File: src/rtl/rom_arb_pkg.sv
// Shared types and helpers for the instruction-ROM access arbiter.
// Optional build macro: ROM_ARB_ROUND_ROBIN_EN (round-robin conflict resolution).
package rom_arb_pkg;

  typedef enum logic [1:0] {
    OWN_NONE,
    OWN_IF,
    OWN_LD
  } owner_t;

  localparam int ADDR_W    = 32;
  localparam int DATA_W    = 32;
  localparam int ROM_WORDS = 4096;
  localparam int ROM_BYTES = ROM_WORDS * 4;

  // Word-aligned and inside the ROM byte range.
  function automatic logic addr_legal(
    input logic [63:0] addr,
    input logic [63:0] rom_bytes
  );
    return (addr[1:0] == 2'b00) && (addr < rom_bytes);
  endfunction

endpackage

File: src/rtl/rom_access_arbiter_if.sv
// Requester-side ROM access port (req/gnt plus one-cycle response).
// Optional build macro: ROM_ARB_ROUND_ROBIN_EN (used by the arbiter only).
interface rom_access_arbiter_if #(
  parameter int ADDR_W = 32,
  parameter int DATA_W = 32
);

  logic              req;
  logic [ADDR_W-1:0] addr;
  logic              gnt;
  logic              rvalid;
  logic [DATA_W-1:0] rdata;
  logic              err;

  modport master (
    output req, addr,
    input  gnt, rvalid, rdata, err
  );

  modport slave (
    input  req, addr,
    output gnt, rvalid, rdata, err
  );

endinterface

File: src/rtl/rom_arb_picker.sv
// Two-way combinational grant picker for the ROM arbiter.
// ROM_ARB_ROUND_ROBIN_EN: rr_last input breaks ties, else IF wins.
module rom_arb_picker (
`ifdef ROM_ARB_ROUND_ROBIN_EN
  input  logic rr_last,
`endif
  input  logic if_req,
  input  logic ld_req,
  output logic if_gnt,
  output logic ld_gnt
);

  logic if_wins;

  // Tie-break: rr_last high means LD was granted last, so IF wins.
  always_comb begin
`ifdef ROM_ARB_ROUND_ROBIN_EN
    if_wins = rr_last;
`else
    if_wins = 1'b1;
`endif
    if_gnt = if_req && (!ld_req || if_wins);
    ld_gnt = ld_req && !if_gnt;
  end

endmodule

File: src/rtl/rom_access_arbiter.sv
// Shares one synchronous-read ROM between instruction fetch and loads.
// ROM_ARB_ROUND_ROBIN_EN: alternate conflict winner instead of IF first.
module rom_access_arbiter
  import rom_arb_pkg::*;
#(
  parameter int ADDR_W    = 32,
  parameter int DATA_W    = 32,
  parameter int ROM_WORDS = 4096
) (
  input  logic              clk,
  input  logic              rst,
  rom_access_arbiter_if.slave if_port,
  rom_access_arbiter_if.slave ld_port,
  output logic              rom_enable,
  output logic [ADDR_W-1:0] rom_address,
  input  logic [DATA_W-1:0] rom_data
);

  localparam logic [63:0] LIM =
    64'(ROM_WORDS) * 64'd4;

  owner_t owner_q, owner_d;
  logic   err_q, err_d;
  logic   pick_if, pick_ld;
  logic   gnt_if, gnt_ld, any_gnt, legal;
  logic [ADDR_W-1:0] sel_addr;

`ifdef ROM_ARB_ROUND_ROBIN_EN
  logic rr_last;

  // Remember who won the most recent grant (1 = LD).
  always_ff @(posedge clk) begin
    if (rst)          rr_last <= 1'b0;
    else if (any_gnt) rr_last <= gnt_ld;
  end
`endif

  rom_arb_picker u_pick (
`ifdef ROM_ARB_ROUND_ROBIN_EN
    .rr_last (rr_last),
`endif
    .if_req  (if_port.req),
    .ld_req  (ld_port.req),
    .if_gnt  (pick_if),
    .ld_gnt  (pick_ld)
  );

  // Grant, legality check and ROM drive for this cycle.
  always_comb begin
    gnt_if   = pick_if && !rst;
    gnt_ld   = pick_ld && !rst;
    any_gnt  = gnt_if || gnt_ld;
    sel_addr = gnt_if ? if_port.addr
                      : ld_port.addr;
    legal    = addr_legal(64'(sel_addr), LIM);
    if_port.gnt = gnt_if;
    ld_port.gnt = gnt_ld;
    rom_enable  = any_gnt && legal;
    rom_address = rom_enable ? sel_addr : '0;
  end

  // Next response owner and error flag.
  always_comb begin
    owner_d = OWN_NONE;
    err_d   = 1'b0;
    unique case (1'b1)
      gnt_if:  owner_d = OWN_IF;
      gnt_ld:  owner_d = OWN_LD;
      default: owner_d = OWN_NONE;
    endcase
    err_d = any_gnt && !legal;
  end

  // Response pipeline register.
  always_ff @(posedge clk) begin
    if (rst) begin
      owner_q <= OWN_NONE;
      err_q   <= 1'b0;
    end else begin
      owner_q <= owner_d;
      err_q   <= err_d;
    end
  end

  // Route the ROM word (or an error) to its owner.
  always_comb begin
    if_port.rvalid = (owner_q == OWN_IF);
    ld_port.rvalid = (owner_q == OWN_LD);
    if_port.err    = if_port.rvalid && err_q;
    ld_port.err    = ld_port.rvalid && err_q;
    if_port.rdata  = '0;
    ld_port.rdata  = '0;
    if (if_port.rvalid && !err_q)
      if_port.rdata = rom_data;
    if (ld_port.rvalid && !err_q)
      ld_port.rdata = rom_data;
  end

endmodule

File: src/flat_wrapper.sv
// flat-port wrapper written by rule: the top's interface ports become plain ports
module rom_access_arbiter_flat import rom_arb_pkg::*;
#(
  parameter int ADDR_W    = 32,
  parameter int DATA_W    = 32,
  parameter int ROM_WORDS = 4096
)
  (clk, rst, rom_enable, rom_address, rom_data, if_port_req, if_port_addr, if_port_gnt, if_port_rvalid, if_port_rdata, if_port_err, ld_port_req, ld_port_addr, ld_port_gnt, ld_port_rvalid, ld_port_rdata, ld_port_err);
  rom_access_arbiter_if #(.ADDR_W(ADDR_W), .DATA_W(DATA_W)) if_port_i ();
  rom_access_arbiter_if #(.ADDR_W(ADDR_W), .DATA_W(DATA_W)) ld_port_i ();
  input  logic clk;
  input  logic rst;
  output logic rom_enable;
  output logic [ADDR_W-1:0] rom_address;
  input  logic [DATA_W-1:0] rom_data;
  input wire logic [$bits(if_port_i.req)-1:0] if_port_req;
  input wire logic [$bits(if_port_i.addr)-1:0] if_port_addr;
  output wire logic [$bits(if_port_i.gnt)-1:0] if_port_gnt;
  output wire logic [$bits(if_port_i.rvalid)-1:0] if_port_rvalid;
  output wire logic [$bits(if_port_i.rdata)-1:0] if_port_rdata;
  output wire logic [$bits(if_port_i.err)-1:0] if_port_err;
  input wire logic [$bits(ld_port_i.req)-1:0] ld_port_req;
  input wire logic [$bits(ld_port_i.addr)-1:0] ld_port_addr;
  output wire logic [$bits(ld_port_i.gnt)-1:0] ld_port_gnt;
  output wire logic [$bits(ld_port_i.rvalid)-1:0] ld_port_rvalid;
  output wire logic [$bits(ld_port_i.rdata)-1:0] ld_port_rdata;
  output wire logic [$bits(ld_port_i.err)-1:0] ld_port_err;
  assign if_port_i.req = if_port_req;
  assign if_port_i.addr = if_port_addr;
  assign if_port_gnt = if_port_i.gnt;
  assign if_port_rvalid = if_port_i.rvalid;
  assign if_port_rdata = if_port_i.rdata;
  assign if_port_err = if_port_i.err;
  assign ld_port_i.req = ld_port_req;
  assign ld_port_i.addr = ld_port_addr;
  assign ld_port_gnt = ld_port_i.gnt;
  assign ld_port_rvalid = ld_port_i.rvalid;
  assign ld_port_rdata = ld_port_i.rdata;
  assign ld_port_err = ld_port_i.err;
  rom_access_arbiter #(.ADDR_W(ADDR_W), .DATA_W(DATA_W), .ROM_WORDS(ROM_WORDS)) u_core (.clk(clk), .rst(rst), .if_port(if_port_i), .ld_port(ld_port_i), .rom_enable(rom_enable), .rom_address(rom_address), .rom_data(rom_data));
endmodule
File: config.mk
export PLATFORM = sky130hd
export DESIGN_NAME = rom_access_arbiter_flat
export DESIGN_NICKNAME = d
export VERILOG_FILES = /design/src/rtl/rom_arb_pkg.sv /design/src/rtl/rom_access_arbiter_if.sv /design/src/rtl/rom_arb_picker.sv /design/src/rtl/rom_access_arbiter.sv /design/src/flat_wrapper.sv
export SDC_FILE = /design/constraint.sdc
export NUM_CORES = 1
export LEC_CHECK = 0
export CAP_MARGIN = 20
export CORE_AREA = 2 2 80 82
export CTS_BUF_LIST = sky130_fd_sc_hd__clkbuf_8 sky130_fd_sc_hd__clkbuf_16
export DETAILED_ROUTE_END_ITERATION = 7
export DIE_AREA = 0 0 82 84
export GPL_ROUTABILITY_DRIVEN = 0
export PLACE_DENSITY_LB_ADDON = 0.08
export SYNTH_ARGS = -nofsm -noshare
export SYNTH_HDL_FRONTEND = slang
export SYNTH_SLANG_ARGS = --single-unit
File: constraint.sdc
create_clock -name clk -period 2 [get_ports clk]
set_clock_uncertainty 0.2 [all_clocks]
set_input_delay 0.2 -clock clk [delete_from_list [all_inputs] [get_ports clk]]
set_output_delay 0.2 -clock clk [all_outputs]
set_load 0.02 [all_outputs]
==> out/qor.yml, run 1 <==
end_kind: "output pin"
yosys_register_bits: 3
antenna_cells: 0
failed_checks: "setup timing"
rows: 29
cts_tree: "built"
final.fill_count: 625
synth_xor_area_frac: 0
fin_cells: 420
worst_ir_drop_vdd_v: 0.000156
cp.arrival_ns: 1.62
finalCriticalPeriod_ns: 2.02
grt_pass1_wl_um: 7860
crit_buf_inv: 4
cts.sinks: 3
dpl_cell_area_mm2: 0.00289
yosysUniqueCellTypes: 20
status: "finished, violations left"
final_area_mm2: 0.00285
ys_warn_count: 0
cts.reportedPaths.clkPinSlew_ns: 0.03
core-area_mm2: 0.00610
leakagePower_nw: 1.33
grt-ovfl-total: 0
vias: 1682
antenna_found_initial: 0
total_power_w: 0.000663
hold_violations: 0
seq_area_frac_synth: 0.0615
start_util: 0.160
crit_type: "input port to output pin"
max_stage_delay_ns: 0.32
dp_hpwl_um: 4190
postRouteAntennaNets: 0
synth_area_um2: 977
dr.pass1.iters: 4
layout_setup_ws_ns: -0.0190
synth_top_cell_by_area: "and2_1"
synth_fa_ha_area_frac: 0
setup_viol: 1
yosys.area_share.simple: 0.611
wl_met3_um: 724
drv_cap: 0
synth_compound_area_frac: 0.122
final_nets: 444
ctsHtreeMaxLevel: 1
vias_per_cell: 4.00
track_usage: 0.143
drtIter0Drc: 30
drt_wl_total_um: 5330
met1Wirelength_um: 1810
dpl.cell_count: 411
grt_pass1_vias: 1656
start_kind: "input port"
drive_above_1_share: 0.376
synth_area_leaders: "and2_1, buf_4, a22oi_1"
fin_util: 0.467
power_density_mw_per_mm2: 233
rsz0062_at_grt: "yes"
cp_data_required_time_ns: 1.60
dieArea_mm2: 0.00689
crit_top_cell: "buf_6"
die_h_um: 84
min_period_over_period: 1.01
met2_wirelength_um: 2800
avgRoutedWirePerCell_um: 12.7
crit_chain: "dlygate4sd2_1 -> nor4_4 -> a21oi_4 -> a221o_1 -> buf_4 -> buf_6 -> nor2_4 -> buf_6"
cts_made_buffers: 3
port_buffers: 182
maxSlewViolCount: 0
synth.avg_cell_area_um2: 6.51
synth_top_family_by_area: "simple AND/OR/NAND/NOR gates"
maxUsedRoutingLayer: "met3"
muxShareOfSynthArea: 0
clock_path_buffers: 2
max_freq_mhz: 495
drc: 0
grt_max_degree: 33
ctsRootBufferMaster: "clkbuf_8"
syn_inst: 150
die_w_um: 82
crit_slowest_cell: "nor4_4"
ios: 203
critPathTopFamily: "buffers and inverters"
dp_slack_ns: -0.993
synth_top_area_share: 0.423
hp-class: "input port to flop"
area_growth_pct: 191
cp_max_fo: 2
## final timing paths
check	slack [ns]	to	depth (start not counted)	startpoint
worst max-delay path	-0.02	rom_address[2]	8	ld_port_addr[1]
worst min-delay path	0.07	u_core.owner_q[1]	2	rst
## cell families (layout without fill, tap and decap cells)
group | Yosys count | count (layout)
AO/OA/AOI/OAI | 16 | 17
flip-flops | 3 | 3
buffers and inverters | 30 | 203
other | 1 | 20
AND/OR/NAND/NOR | 100 | 100
## metal layers
| layer | vias to the layer above | global-route usage |
|---|---|---|
| li1 | 847 | - |
| met1 | 713 | 0.146 |
| met2 | 122 | 0.276 |
| met3 | 0 | 0.0444 |
| met4 | 0 | 0.0258 |
| met5 | - | 0 |
## sequential cells by signal, summed over array words and instances (netlist names)
name / count
u_core.owner_q: 2
u_core.err_q: 1
## stage by stage
step | hold slack (ns) | TNS [ns]
2_1_floorplan | 0.0716 | 0
3_3_place_gp | 0.605 | -15.66
3_5_place_dp | 0.627 | -15.49
4_1_cts | 0.0425 | -0.0134
5_1_grt | 0.0876 | -0.609
6_report | 0.0690 | -0.0190
## cell usage in the layout (no fill, tap or decap), drive strengths merged
cell and count:
dlymetal6s2s 2, nor2b 6, a221o 2, nor3b 2
conb 20, o21a 1, nor2 12, clkdlybuf4s15 29
a22oi 12, dlygate4sd2 6, inv 1, nand4b 1
nor4 10, nand3 1, and2 66, a21oi 1
nand2 1, buf 53, clkdlybuf4s50 60, dfxtp 3
o22ai 1, nand4 1, clkbuf 52
## final cells by class
type / instances / area, um^2 / area share
clock buffer: 3 / 41.3 / 0.0145
clock inverter: 1 / 3.75 / 0.00132
timing repair buffer: 199 / 1650 / 0.578
multi-input combinational: 137 / 998 / 0.351
tap: 77 / 96.3 / 0.0339
sequential: 3 / 60.1 / 0.0211
## synth_stat cells, drive strengths merged
master,number
nor3b,2
nand4b,1
conb,1
nand4,1
o21a,1
dfxtp,3
a21oi,1
o22ai,1
a22oi,12
clkbuf,7
and2,66
buf,23
nand3,1
a221o,1
nor4,10
nand2,1
nor2b,6
nor2,12
## repair_timing
item	4_1_cts	5_1_grt
hold buffers	0	0
hold endpoints to repair	0	0
endpoints found under the setup margin	80	80
pin swaps	22	14
cloned	1	0
gates resized for setup	257	151
buffers inserted	6	0
## where the power goes
| group | switching (W) | internal (W) |
|---|---|---|
| registers | 0.00000240 | 0.0000638 |
| clock network | 0.0000386 | 0.000131 |
| logic | 0.000196 | 0.000231 |
| total | 0.000237 | 0.000426 |
(Power assumes the default switching activity.)
==> inputs of run 2 (changes only) <==
--- a/config.mk
+++ b/config.mk
@@ -6,10 +6,12 @@
 export NUM_CORES = 1
 export LEC_CHECK = 0
 export CAP_MARGIN = 20
-export CORE_AREA = 2 2 80 82
+export CELL_PAD_IN_SITES_DETAIL_PLACEMENT = 0
+export CELL_PAD_IN_SITES_GLOBAL_PLACEMENT = 1
+export CORE_MARGIN = 2
+export CORE_UTILIZATION = 10
 export CTS_BUF_LIST = sky130_fd_sc_hd__clkbuf_8 sky130_fd_sc_hd__clkbuf_16
 export DETAILED_ROUTE_END_ITERATION = 7
-export DIE_AREA = 0 0 82 84
 export GPL_ROUTABILITY_DRIVEN = 0
 export PLACE_DENSITY_LB_ADDON = 0.08
 export SYNTH_ARGS = -nofsm -noshare
==> run 2 against run 1 <==
The flow still finishes with violations (setup timing). Total power rose by 0.63%. Sequential power grew 1%. Final cell count rose by 15%. Global-route usage down 4.5 points. Non-clock buffer count up 10. Critical path type unchanged. Largest cell class unchanged. Highest routed layer is now met4.
==> out/qor.yml, run 2 (same netlist as run 1, synthesis figures left out) <==
status: "finished, violations left"  # unchanged
failed_checks: "setup timing"  # unchanged
final.fill_count: 1096  # was 625
hold-worst-slack_ns: 0.0702  # was 0.0690 ns
max_stage_delay_ns: 0.37  # was 0.32 ns
setup_viol: 1  # unchanged
leakagePower_nw: 1.37  # was 1.33 nW
crit_slowest_cell: "a221o_2"  # was nor4_4
drive_above_1_share: 0.409  # was 0.376
use_met2: 0.209  # was 0.276
fin_util: 0.313  # was 0.467
cts.sinks: 3  # unchanged
top_usage_layer: "met2"  # unchanged
min_period_over_period: 1.01  # about the same
maxSlewViolCount: 0  # unchanged
drtIter0Drc: 20  # was 30
dp_slack_ns: -1.00  # was -0.993 ns
track_usage: 0.0978  # was 0.143
cp_max_fo: 6  # was 2
ctsRootBufferMaster: "clkbuf_8"  # unchanged
tns_ns: -0.0157  # was -0.0190 ns
dieArea_mm2: 0.0106  # was 0.00689 mm^2
cts.reportedPaths.clkPinSlew_ns: 0.03  # about the same
crit_chain: "clkdlybuf4s15_1 -> nor4_2 -> buf_4 -> a21oi_2 -> a221o_2 -> buf_12 -> nor2_4 -> buf_6"  # was dlygate4sd2_1 -> nor4_4 -> a21oi_4 -> a221o_1 -> buf_4 -> buf_6 -> nor2_4 -> buf_6
rsz0062_at_grt: "yes"  # unchanged
clock_path_buffers: 2  # unchanged
vias_per_cell: 3.57  # was 4.00
final_common_cell: "and2_1"  # unchanged
die_h_um: 103  # was 84 um
cts_tree: "built"  # unchanged
grt_pass1_wl_um: 8070  # was 7860 um
regArea_um2: 60.1  # unchanged
cp_data_required_time_ns: 1.60  # about the same
final_nets: 453  # was 444
area_growth_pct: 209  # was 191%
port_buffers: 182  # unchanged
cts_made_buffers: 3  # unchanged
end_kind: "output pin"  # unchanged
max_freq_mhz: 496  # was 495 MHz
cp.arrival_ns: 1.62  # about the same
top_register: "u_core.owner_q"  # unchanged
antenna_cells: 0  # unchanged
reg_top3: "u_core.owner_q x2, u_core.err_q x1"  # unchanged
grt-ovfl-total: 0  # unchanged
drt_wl_total_um: 6010  # was 5330 um
dp_hpwl_um: 4850  # was 4190 um
worst_ir_drop_vdd_v: 0.000190  # was 0.000156 V
ios: 203  # unchanged
hold_violations: 0  # unchanged
postRouteAntennaNets: 0  # unchanged
start_kind: "input port"  # unchanged
core-area_mm2: 0.00964  # was 0.00610 mm^2
multiInputGateArea_um2: 982  # was 998 um^2
use_met3: 0.0190  # was 0.0444
dr.pass1.iters: 4  # unchanged
start_util: 0.101  # was 0.160
cts_hold_buf: 0  # unchanged
hp-class: "input port to flop"  # unchanged
avgRoutedWirePerCell_um: 12.4  # was 12.7 um
die_w_um: 103  # was 82 um
vias: 1732  # was 1682
grt_max_degree: 33  # unchanged
largest_reg_flops: 2  # unchanged
finalCriticalPeriod_ns: 2.02  # about the same
ctsHtreeMaxLevel: 1  # unchanged
power_density_mw_per_mm2: 221  # was 233 mW/mm^2
antenna_found_initial: 0  # unchanged
crit_type: "input port to output pin"  # unchanged
layout_common_cells: "and2_1, clkdlybuf4s50_1, clkbuf_2"  # unchanged
use_met1: 0.0953  # was 0.146
dpl.cell_count: 474  # was 411
layout_setup_ws_ns: -0.0157  # was -0.0190 ns
fin_cells: 485  # was 420
drv_cap: 0  # unchanged
grt_pass1_vias: 1625  # was 1656
rows: 36  # was 29
drc: 0  # unchanged
run 2: cell count changes in the layout (fill, tap and decap cells not counted), sizes merged:
| cell | before | now |
|---|---|---|
| a221o | 2 | 1 |
| buf | 53 | 52 |
| clkbuf | 52 | 59 |
| clkdlybuf4s50 | 60 | 61 |
| dlygate4sd2 | 6 | 10 |
| dlymetal6s2s | 2 | 1 |
run 2: layout make-up:
class,instances,area share
sequential,3,0.0199
multi-input combinational,136,0.325
tap,133,0.0551
timing repair buffer,209,0.585
clock inverter,1,0.00124
clock buffer,3,0.0137
run 2: through the flow:
stage          instance area (um^2)  power (W)
2_1_floorplan                  1050   0.000243
3_3_place_gp                   3010   0.000531
3_5_place_dp                   3010   0.000528
4_1_cts                        3140   0.000671
5_1_grt                        3020   0.000714
6_report                       3020   0.000667
run 2: worst max-delay path: cells and delay by family:
kind                   cells  cell delay [ns]
AOI/OAI and AO/OA          2             0.42
and+or+nand+nor            2             0.37
buffers and inverters      4             0.62
run 2: metal layers:
metal | wire, um | share of wire | up-vias
met5 | 0 | 0 | -
met4 | 27 | 0.0045 | 0
met3 | 511 | 0.085 | 2
met2 | 3400 | 0.57 | 103
met1 | 2070 | 0.34 | 757
li1 | - | - | 870
run 2: path summary, 6_finish.rpt:
check       startpoint                 to  slack [ns]  depth (start not counted)
max    ld_port_addr[1]    rom_address[11]       -0.02                          8
min        if_port_req  u_core.owner_q[1]        0.07                          3
run 2: power by group:
part           internal [W]  total (W)  switching, W
Sequential        0.0000638  0.0000669    0.00000310
Combinational      0.000238   0.000433      0.000195
Clock              0.000130   0.000167     0.0000368
run 2: repair_timing:
item	4_1_cts	5_1_grt
buffers inserted	6	5
gates resized for setup	298	117
gates cloned	0	1
endpoints found under the setup margin	80	79
pin swaps	25	12
